==> config.mk <==
export PLATFORM = sky130hd
export DESIGN_NAME = bcd_clock_core
export DESIGN_NICKNAME = d
export VERILOG_FILES = /design/src/rtl/bcd_clock_core.sv
export SDC_FILE = /design/constraint.sdc
export NUM_CORES = 1
export LEC_CHECK = 0
export CAP_MARGIN = 25
export CELL_PAD_IN_SITES_DETAIL_PLACEMENT = 1
export CELL_PAD_IN_SITES_GLOBAL_PLACEMENT = 2
export CORE_ASPECT_RATIO = 0.9
export CORE_MARGIN = 3
export CORE_UTILIZATION = 25
export DETAILED_ROUTE_END_ITERATION = 7
export GPL_ROUTABILITY_DRIVEN = 1
export HOLD_SLACK_MARGIN = 0.15
export PLACE_DENSITY = 0.65
export SETUP_SLACK_MARGIN = 0.4
export SYNTH_ARGS = -nofsm -noshare
export SYNTH_HDL_FRONTEND = slang
export SYNTH_SLANG_ARGS = --single-unit
==> constraint.sdc <==
create_clock -name clk -period 3.6 [get_ports clk]
set_clock_uncertainty 0.1 [all_clocks]
set_input_delay 0.54 -clock clk [delete_from_list [all_inputs] [get_ports clk]]
set_output_delay 0.54 -clock clk [all_outputs]
set_load 0.005 [all_outputs]
==> src/rtl/bcd_clock_core.sv <==
// rtl/bcd_clock_core.sv - HH:MM:SS BCD timekeeping core with 1 Hz prescaler,
// two-button set mode and blinking of the field being edited.
module bcd_clock_core #(
  parameter int CLK_RATE_HZ        = 390625,
  parameter int BLINK_RATE_HZ      = 2,
  parameter bit BLANK_LEADING_ZERO = 1'b1
) (
  input  logic        clk,
  input  logic        reset,
  input  logic        btn_mode,
  input  logic        btn_inc,
  output logic [23:0] time_bcd,
  output logic [5:0]  digit_enable_mask,
  output logic        second_tick,
  output logic        set_active
);

  localparam int PW       = (CLK_RATE_HZ > 1) ? $clog2(CLK_RATE_HZ) : 1;
  localparam int HALF_RAW = CLK_RATE_HZ / (2 * BLINK_RATE_HZ);
  localparam int HALF     = (HALF_RAW > 0) ? HALF_RAW : 1;
  localparam int BW       = (HALF > 1) ? $clog2(HALF) : 1;

  localparam logic [PW-1:0] PRESC_MAX = PW'(CLK_RATE_HZ - 1);
  localparam logic [BW-1:0] BLINK_MAX = BW'(HALF - 1);

  localparam logic [1:0] RUN         = 2'd0;
  localparam logic [1:0] SET_HOURS   = 2'd1;
  localparam logic [1:0] SET_MINUTES = 2'd2;

  logic [1:0]    state, state_next;
  logic [PW-1:0] presc;
  logic [BW-1:0] blink_cnt;
  logic          blink_on;
  logic          tick;
  logic [23:0]   time_next;
  logic [5:0]    mask_next;

  function automatic logic [7:0] inc_mod60(input logic [7:0] v);
    if (v[3:0] == 4'd9)
      return (v[7:4] == 4'd5) ? 8'h00 : {v[7:4] + 4'd1, 4'd0};
    return {v[7:4], v[3:0] + 4'd1};
  endfunction

  function automatic logic [7:0] inc_mod24(input logic [7:0] v);
    if (v == 8'h23)
      return 8'h00;
    if (v[3:0] == 4'd9)
      return {v[7:4] + 4'd1, 4'd0};
    return {v[7:4], v[3:0] + 4'd1};
  endfunction

  assign tick = (state == RUN) && (presc == PRESC_MAX);

  always_comb begin
    state_next = state;
    time_next  = time_bcd;
    case (state)
      RUN: begin
        if (tick) begin
          time_next[7:0] = inc_mod60(time_bcd[7:0]);
          if (time_bcd[7:0] == 8'h59) begin
            time_next[15:8] = inc_mod60(time_bcd[15:8]);
            if (time_bcd[15:8] == 8'h59)
              time_next[23:16] = inc_mod24(time_bcd[23:16]);
          end
        end
        if (btn_mode)
          state_next = SET_HOURS;
      end
      SET_HOURS: begin
        if (btn_mode)
          state_next = SET_MINUTES;
        else if (btn_inc)
          time_next[23:16] = inc_mod24(time_bcd[23:16]);
      end
      SET_MINUTES: begin
        if (btn_mode) begin
          state_next     = RUN;
          time_next[7:0] = 8'h00;
        end else if (btn_inc) begin
          time_next[15:8] = inc_mod60(time_bcd[15:8]);
        end
      end
      default: state_next = RUN;
    endcase
  end

  // Blink masking uses the registered phase, so it lands one cycle after a phase change;
  // leading-zero blanking follows the new hours so it stays aligned with time_bcd.
  always_comb begin
    mask_next = 6'b111111;
    if (BLANK_LEADING_ZERO && (time_next[23:20] == 4'd0))
      mask_next[5] = 1'b0;
    if (!blink_on) begin
      if (state == SET_HOURS)
        mask_next[5:4] = 2'b00;
      else if (state == SET_MINUTES)
        mask_next[3:2] = 2'b00;
    end
  end

  always_ff @(posedge clk) begin
    if (reset) begin
      state             <= RUN;
      presc             <= '0;
      blink_cnt         <= '0;
      blink_on          <= 1'b1;
      time_bcd          <= 24'h000000;
      second_tick       <= 1'b0;
      set_active        <= 1'b0;
      digit_enable_mask <= BLANK_LEADING_ZERO ? 6'b011111 : 6'b111111;
    end else begin
      state             <= state_next;
      time_bcd          <= time_next;
      second_tick       <= tick;
      set_active        <= (state_next != RUN);
      digit_enable_mask <= mask_next;

      if ((state != RUN) || btn_mode || tick)
        presc <= '0;
      else
        presc <= presc + 1'b1;

      if ((state == RUN) || btn_mode || btn_inc) begin
        blink_cnt <= '0;
        blink_on  <= 1'b1;
      end else if (blink_cnt == BLINK_MAX) begin
        blink_cnt <= '0;
        blink_on  <= ~blink_on;
      end else begin
        blink_cnt <= blink_cnt + 1'b1;
      end
    end
  end

endmodule

==> metrics.txt, run 1 <==
Power Density=420.0 nW/µm²; H-Tree Depth=3; fmax=373.5 MHz; hold path start=blink_cnt[0]$_SDFF_PP0_; hold buffer count at CTS=0; initial core utilization=26.20%; multi-input logic area=1933 µm²; Post-Place Setup Slack=0.9452 ns; CP endpoint kind=register; measured slew at the worst slew-check pin=0.7727 ns; Pre-antenna DRT Iters=4; Max-slew headroom=48.34%; utilization after layout=32.17%; maxcap violations=0; TritonCTS Buffers=9; register area=1361 µm²; Synth Flop Type=dfxtp_1; startpoint types=register; Min-Delay Path Class=register to register; Worst Hold End=blink_cnt[0]$_SDFF_PP0_; Ports=36; Async SR Flop Fraction=0%; input/output buffers=33; Worst-path clk slew=0.06 ns; total track usage=12.21%; CP top delay family=simple AND/OR/NAND/NOR gates; CP cell instances=inv_1 > ha_1 > or4b_4 > nor4_4 > nand2_4 > or4_1 > nor3_2 > a211o_1; Finished Cell Area=4175 µm²; CP max-delay cell=or4_1; distinct cell type count after synthesis=59; RePlAce Congestion=0.8020; DR top layer=met4; Final HPWL DP=6.389 mm; initial antenna violation count=0; Setup CP Type=register to register; combinational power share=5.9%; core area=12980 µm²; Die W=128.9 µm; DRC Markers=0; drt wl/cell=14.31 µm; Met2 Wirelength=3.986 mm; Mean Syn Cell Area=8.502 µm²; cell taking the most area after synthesis=dfxtp_1; worst reg2reg path endpoint=time_bcd[7]$_SDFFE_PP0P_; Area contributors post-synth=dfxtp_1 40%, nor2_1 7.1%, xor2_1 4.9%; Final min period=2.677 ns; Area growth, synth to finish=22.77%; Placed Area=3890 µm²; Switching Power=0.3851 mW; switch share=21.96%; total vias in the final route=2906; Peak VDD IR=197.7 µV; RSZ-0062 raised after global routing=no; grt total ovfl=0; met3 wire len=193 µm; count of inserted antenna diode cells=0; Fin. Hold Viols=0; Worst Path Buf+Inv=1; largest net degree at the start of global routing=22; # setup viols final=0; Sinks on Clock Net=68; row cnt=39; synth warn=0; sequential area share after synthesis=40.03%; vias per cell=4.827; Final WS setup=0.9230 ns; Hold Path Depth=1; post-synth top area share=40.03%; die area=15040 µm²; Resized Gates After CTS=0; CP Max Fanout=7; commonest cells in the netlist=68 x dfxtp_1, 64 x nor2_1, 28 x nand2_1, 28 x nand3_1, 19 x xor2_1; met1 wire length=4.364 mm; #FFs+latches synth=68; Slew Limit Fails=0; Routed Antenna Nets=0; Clock Power Share=49.0%; clock tree buffer depth=2; layout cells sized above 1=5.936%; Post-Syn Instances=400; vias in the first global route=2955; Sequential Power Share=45.1%; Worst Path Arrival=2.85 ns; fillers=1521; Final #Nets=451; first-pass GRT wire length=14.70 mm; die height=116.6 µm; crit share post-route=74.36%; CTS root buffer=clkbuf_16; P_int=1.368 mW; Fin Setup TNS=0 ns; final WL=8.615 mm; Crit Reg-Reg Startpoint=presc[0]$_SDFF_PP0_; run status=complete, no violations; CP max stage delay=0.56 ns; CTS tree=built; Setup Buffers After CTS=0; Required @ worst endpoint=3.77 ns; number of synthesized flops with an enable pin=0; Initial DRC Count=80; Worst-Skew Late Latency=0.33 ns; reg2reg setup slack=0.92 ns; Mapped Area=3401 µm²; R2R depth=8; most frequent cell after synthesis=dfxtp_1; Lkg Pwr=1.375 nW
## how the worst max path moves through the flow
| stage | from | end | cells after the start |
|---|---|---|---|
| after floorplan | presc[0]$_SDFF_PP0_ | time_bcd[6]$_SDFFE_PP0P_ | 8 |
| after global placement | btn_mode | digit_enable_mask[5]$_SDFF_PP0_ | 8 |
| after detailed placement | presc[0]$_SDFF_PP0_ | time_bcd[6]$_SDFFE_PP0P_ | 8 |
| after CTS | presc[0]$_SDFF_PP0_ | time_bcd[6]$_SDFFE_PP0P_ | 8 |
| after global routing | presc[0]$_SDFF_PP0_ | time_bcd[14]$_SDFFE_PP0P_ | 8 |
| final | presc[0]$_SDFF_PP0_ | time_bcd[7]$_SDFFE_PP0P_ | 8 |
## metal layers
layer,vias to the layer above,track usage [%]
li1,1466,-
met1,1406,16.24
met2,26,19.58
met3,8,2.881
met4,0,3.989
met5,-,0
## final cells by class
type | instances | area share [%]
sequential | 68 | 32.60
tap | 164 | 4.915
clock inverter | 2 | 0.8391
timing repair buffer | 35 | 8.271
clock buffer | 13 | 5.993
inverter | 12 | 1.079
multi-input combinational | 308 | 46.30
## stage by stage
step | hold slack (ns) | power [mW] | std cells
2_1_floorplan | 0.3298 | 0.8669 | 401
3_3_place_gp | 0.3497 | 0.9120 | 587
3_5_place_dp | 0.3549 | 0.9135 | 587
4_1_cts | 0.3687 | 1.790 | 602
5_1_grt | 0.3948 | 1.830 | 602
6_report | 0.3619 | 1.753 | 602
## power groups by stage
stage	clock network, mW	registers, mW	logic [mW]
6_report	0.859	0.792	0.103
3_3_place_gp	0	0.808	0.104
3_5_place_dp	0	0.809	0.105
4_1_cts	0.892	0.792	0.106
5_1_grt	0.917	0.796	0.117
2_1_floorplan	0	0.797	0.0704
## flip-flops by register name (all words and copies together) (netlist names)
name / count
blink_on: 1
second_tick: 1
blink_cnt: 17
time_bcd: 24
state: 2
digit_enable_mask: 3
set_active: 1
presc: 19
## kinds of logic after synthesis
family                     Yosys count  synth area share (%)
AOI/OAI and AO/OA                   52                 9.530
xor gates and xnor gates            34                 8.757
adders and majority gates           13                 4.783
buffers and inverters               25                 3.238
DFF                                 68                 40.03
other                                1                0.1103
and+or+nand+nor                    207                 33.55
## placed cells by master, fill, tap and decap left out, types with 4 or more instances in the layout
cell | synthesis | routed
a21oi_1 | 18 | 18
a31oi_1 | 4 | 4
and3_1 | 4 | 4
clkbuf_16 | 0 | 9
clkdlybuf4s50_1 | 0 | 33
dfxtp_1 | 68 | 68
ha_1 | 13 | 13
inv_1 | 12 | 12
nand2_1 | 28 | 28
nand2b_1 | 8 | 8
nand3_1 | 28 | 28
nand3b_1 | 7 | 7
nand4_1 | 5 | 5
nor2_1 | 64 | 64
nor2b_1 | 8 | 8
nor3_1 | 13 | 13
nor4_1 | 6 | 6
o21ai_0 | 12 | 12
or3_1 | 5 | 5
xnor2_1 | 15 | 15
xor2_1 | 19 | 19
## worst reg2reg max path: stages (launching register included)
cell     delay, ns
dfxtp_1       0.34
inv_1         0.07
ha_1          0.15
or4b_4        0.48
nor4_4        0.46
nand2_4       0.14
or4_1         0.56
nor3_2        0.20
a211o_1       0.11
Power figures use the tool's default switching activity.
==> inputs of run 2 (changes only) <==
Settings changed: PLACE_DENSITY 0.65 to 0.67.
Clock period 3.6 ns to 2.4 ns, I/O delays scaled along.
==> metrics.txt, run 2 (same netlist as run 1, synthesis figures left out) <==
CTS tree=built; Final HPWL DP=6.735 mm; H-Tree Depth=3; CP max-delay cell=or4_4; total vias in the final route=3058; initial core utilization=26.20%; maxcap violations=0; first-pass GRT wire length=14.77 mm; vias in the first global route=3036; Slew Limit Fails=0; RePlAce Congestion=0.8333; startpoint types=register; CP endpoint kind=register; Pre-antenna DRT Iters=4; initial antenna violation count=0; count of inserted antenna diode cells=0; Final WS setup=-0.003712 ns; DRC Markers=0; CP max stage delay=0.49 ns; largest register by flop count=time_bcd; Peak VDD IR=297.8 µV; final WL=9.133 mm; commonest non-fill, non-tap cells in the layout=65 x dfxtp_1, 61 x nor2_1, 33 x clkdlybuf4s50_1, 31 x buf_4, 26 x nand3_1; Finished Cell Area=4708 µm²; die area=15040 µm²; Fin. Hold Viols=0; measured slew at the worst slew-check pin=0.7237 ns; layout cells sized above 1=21.61%; Final #Nets=484; Final min period=2.404 ns; Routed Antenna Nets=0; most common cell after layout, fill and taps aside=dfxtp_1; Ports=36; Final Power=2.941 mW; CP cell instances=inv_2 > ha_4 > or4b_4 > or4_4 > o41ai_2 > a21oi_2 > o21bai_1 > a21o_1; Sinks on Clock Net=68; core area=12980 µm²; largest net degree at the start of global routing=20; Worst-Skew Late Latency=0.33 ns; Lkg Pwr=1.640 nW; Max-slew headroom=51.38%; die height=116.6 µm; vias per cell=4.808; failing checks=negative setup slack; Power Density=624.7 nW/µm²; Setup CP Type=register to register; total track usage=12.48%; CP Max Fanout=5; CP top delay family=simple AND/OR/NAND/NOR gates; clock tree buffer depth=2; row cnt=39; utilization after layout=36.27%; Initial DRC Count=66; largest registers=time_bcd x24, presc x19, blink_cnt x17; crit share post-route=100.2%; Worst Path Buf+Inv=1; grt total ovfl=0; Min-Delay Path Class=register to register; Required @ worst endpoint=2.53 ns; TritonCTS Buffers=9; RSZ-0062 raised after global routing=yes; Fin Setup TNS=-0.003712 ns; CTS root buffer=clkbuf_16; Worst-path clk slew=0.06 ns; Worst Path Arrival=2.53 ns; run status=finished with violations; Placed Area=4143 µm²; Post-Place Setup Slack=-0.05297 ns; max reg flops=24; fmax=416.0 MHz; Area growth, synth to finish=38.45%; input/output buffers=33; drt wl/cell=14.36 µm; Die W=128.9 µm; # setup viols final=1
[run 2: cell count changes in the layout (fill, tap and decap cells not counted), sizes merged]
cell,change
buf,+33
clkbuf,-1
bufinv,+2
[run 2: per-stage QoR]
| step | hold slack [ns] | cells |
|---|---|---|
| floorplan | 0.3298 | 401 |
| global placement | 0.3444 | 614 |
| detailed placement | 0.3498 | 614 |
| CTS | 0.3634 | 635 |
| global route | 0.3785 | 636 |
| finish | 0.3584 | 636 |
[run 2: power breakdown]
| part | internal [mW] | switching [mW] | total [mW] |
|---|---|---|---|
| clock network | 1.07 | 0.497 | 1.57 |
| logic | 0.0959 | 0.100 | 0.196 |
| registers | 1.15 | 0.0282 | 1.18 |
[run 2: final timing paths]
path / from / end / slack, ns / cells past startpoint
worst max-delay path: presc[1]$_SDFF_PP0_ / time_bcd[6]$_SDFFE_PP0P_ / -0.004 / 8
worst min-delay path: blink_cnt[0]$_SDFF_PP0_ / blink_cnt[0]$_SDFF_PP0_ / 0.36 / 1
worst max register to register: presc[1]$_SDFF_PP0_ / time_bcd[6]$_SDFFE_PP0P_ / -0.004 / 8
worst min register to register: blink_cnt[0]$_SDFF_PP0_ / blink_cnt[0]$_SDFF_PP0_ / 0.36 / 1
[run 2: cell type report]
| type | instances | area [µm²] |
|---|---|---|
| Clock inverter | 4 | 95.09 |
| Tap cell | 164 | 205.2 |
| Sequential cell | 68 | 1365 |
| Timing Repair Buffer | 68 | 608.1 |
| Multi-Input combinational cell | 308 | 2133 |
| Inverter | 12 | 45.04 |
| Fill cell | 1512 | 8272 |
| Clock buffer | 12 | 256.5 |
[run 2: timing repair]
item,4_1_cts,5_1_grt
setup endpoints to repair,26,58
pin swaps,16,12
hold endpoints to repair,0,0
gates resized for setup,27,11
buffers inserted,5,1
hold buffers,0,0
[run 2: per-layer routing]
metal	GRT usage (%)	wire, µm	vias to the layer above
li1	-	-	1543
met2	20.27	4138	34
met3	2.972	231	16
met1	15.76	4564	1465
met4	5.668	198	0
met5	0	0	-
[run 2: worst reg2reg max path: stages, from the launching register on]
cell and delay (ns):
dfxtp_2 0.32, inv_2 0.06, ha_4 0.12, or4b_4 0.47, or4_4 0.49, o41ai_2 0.27, a21oi_2 0.14, o21bai_1 0.18
a21o_1 0.15
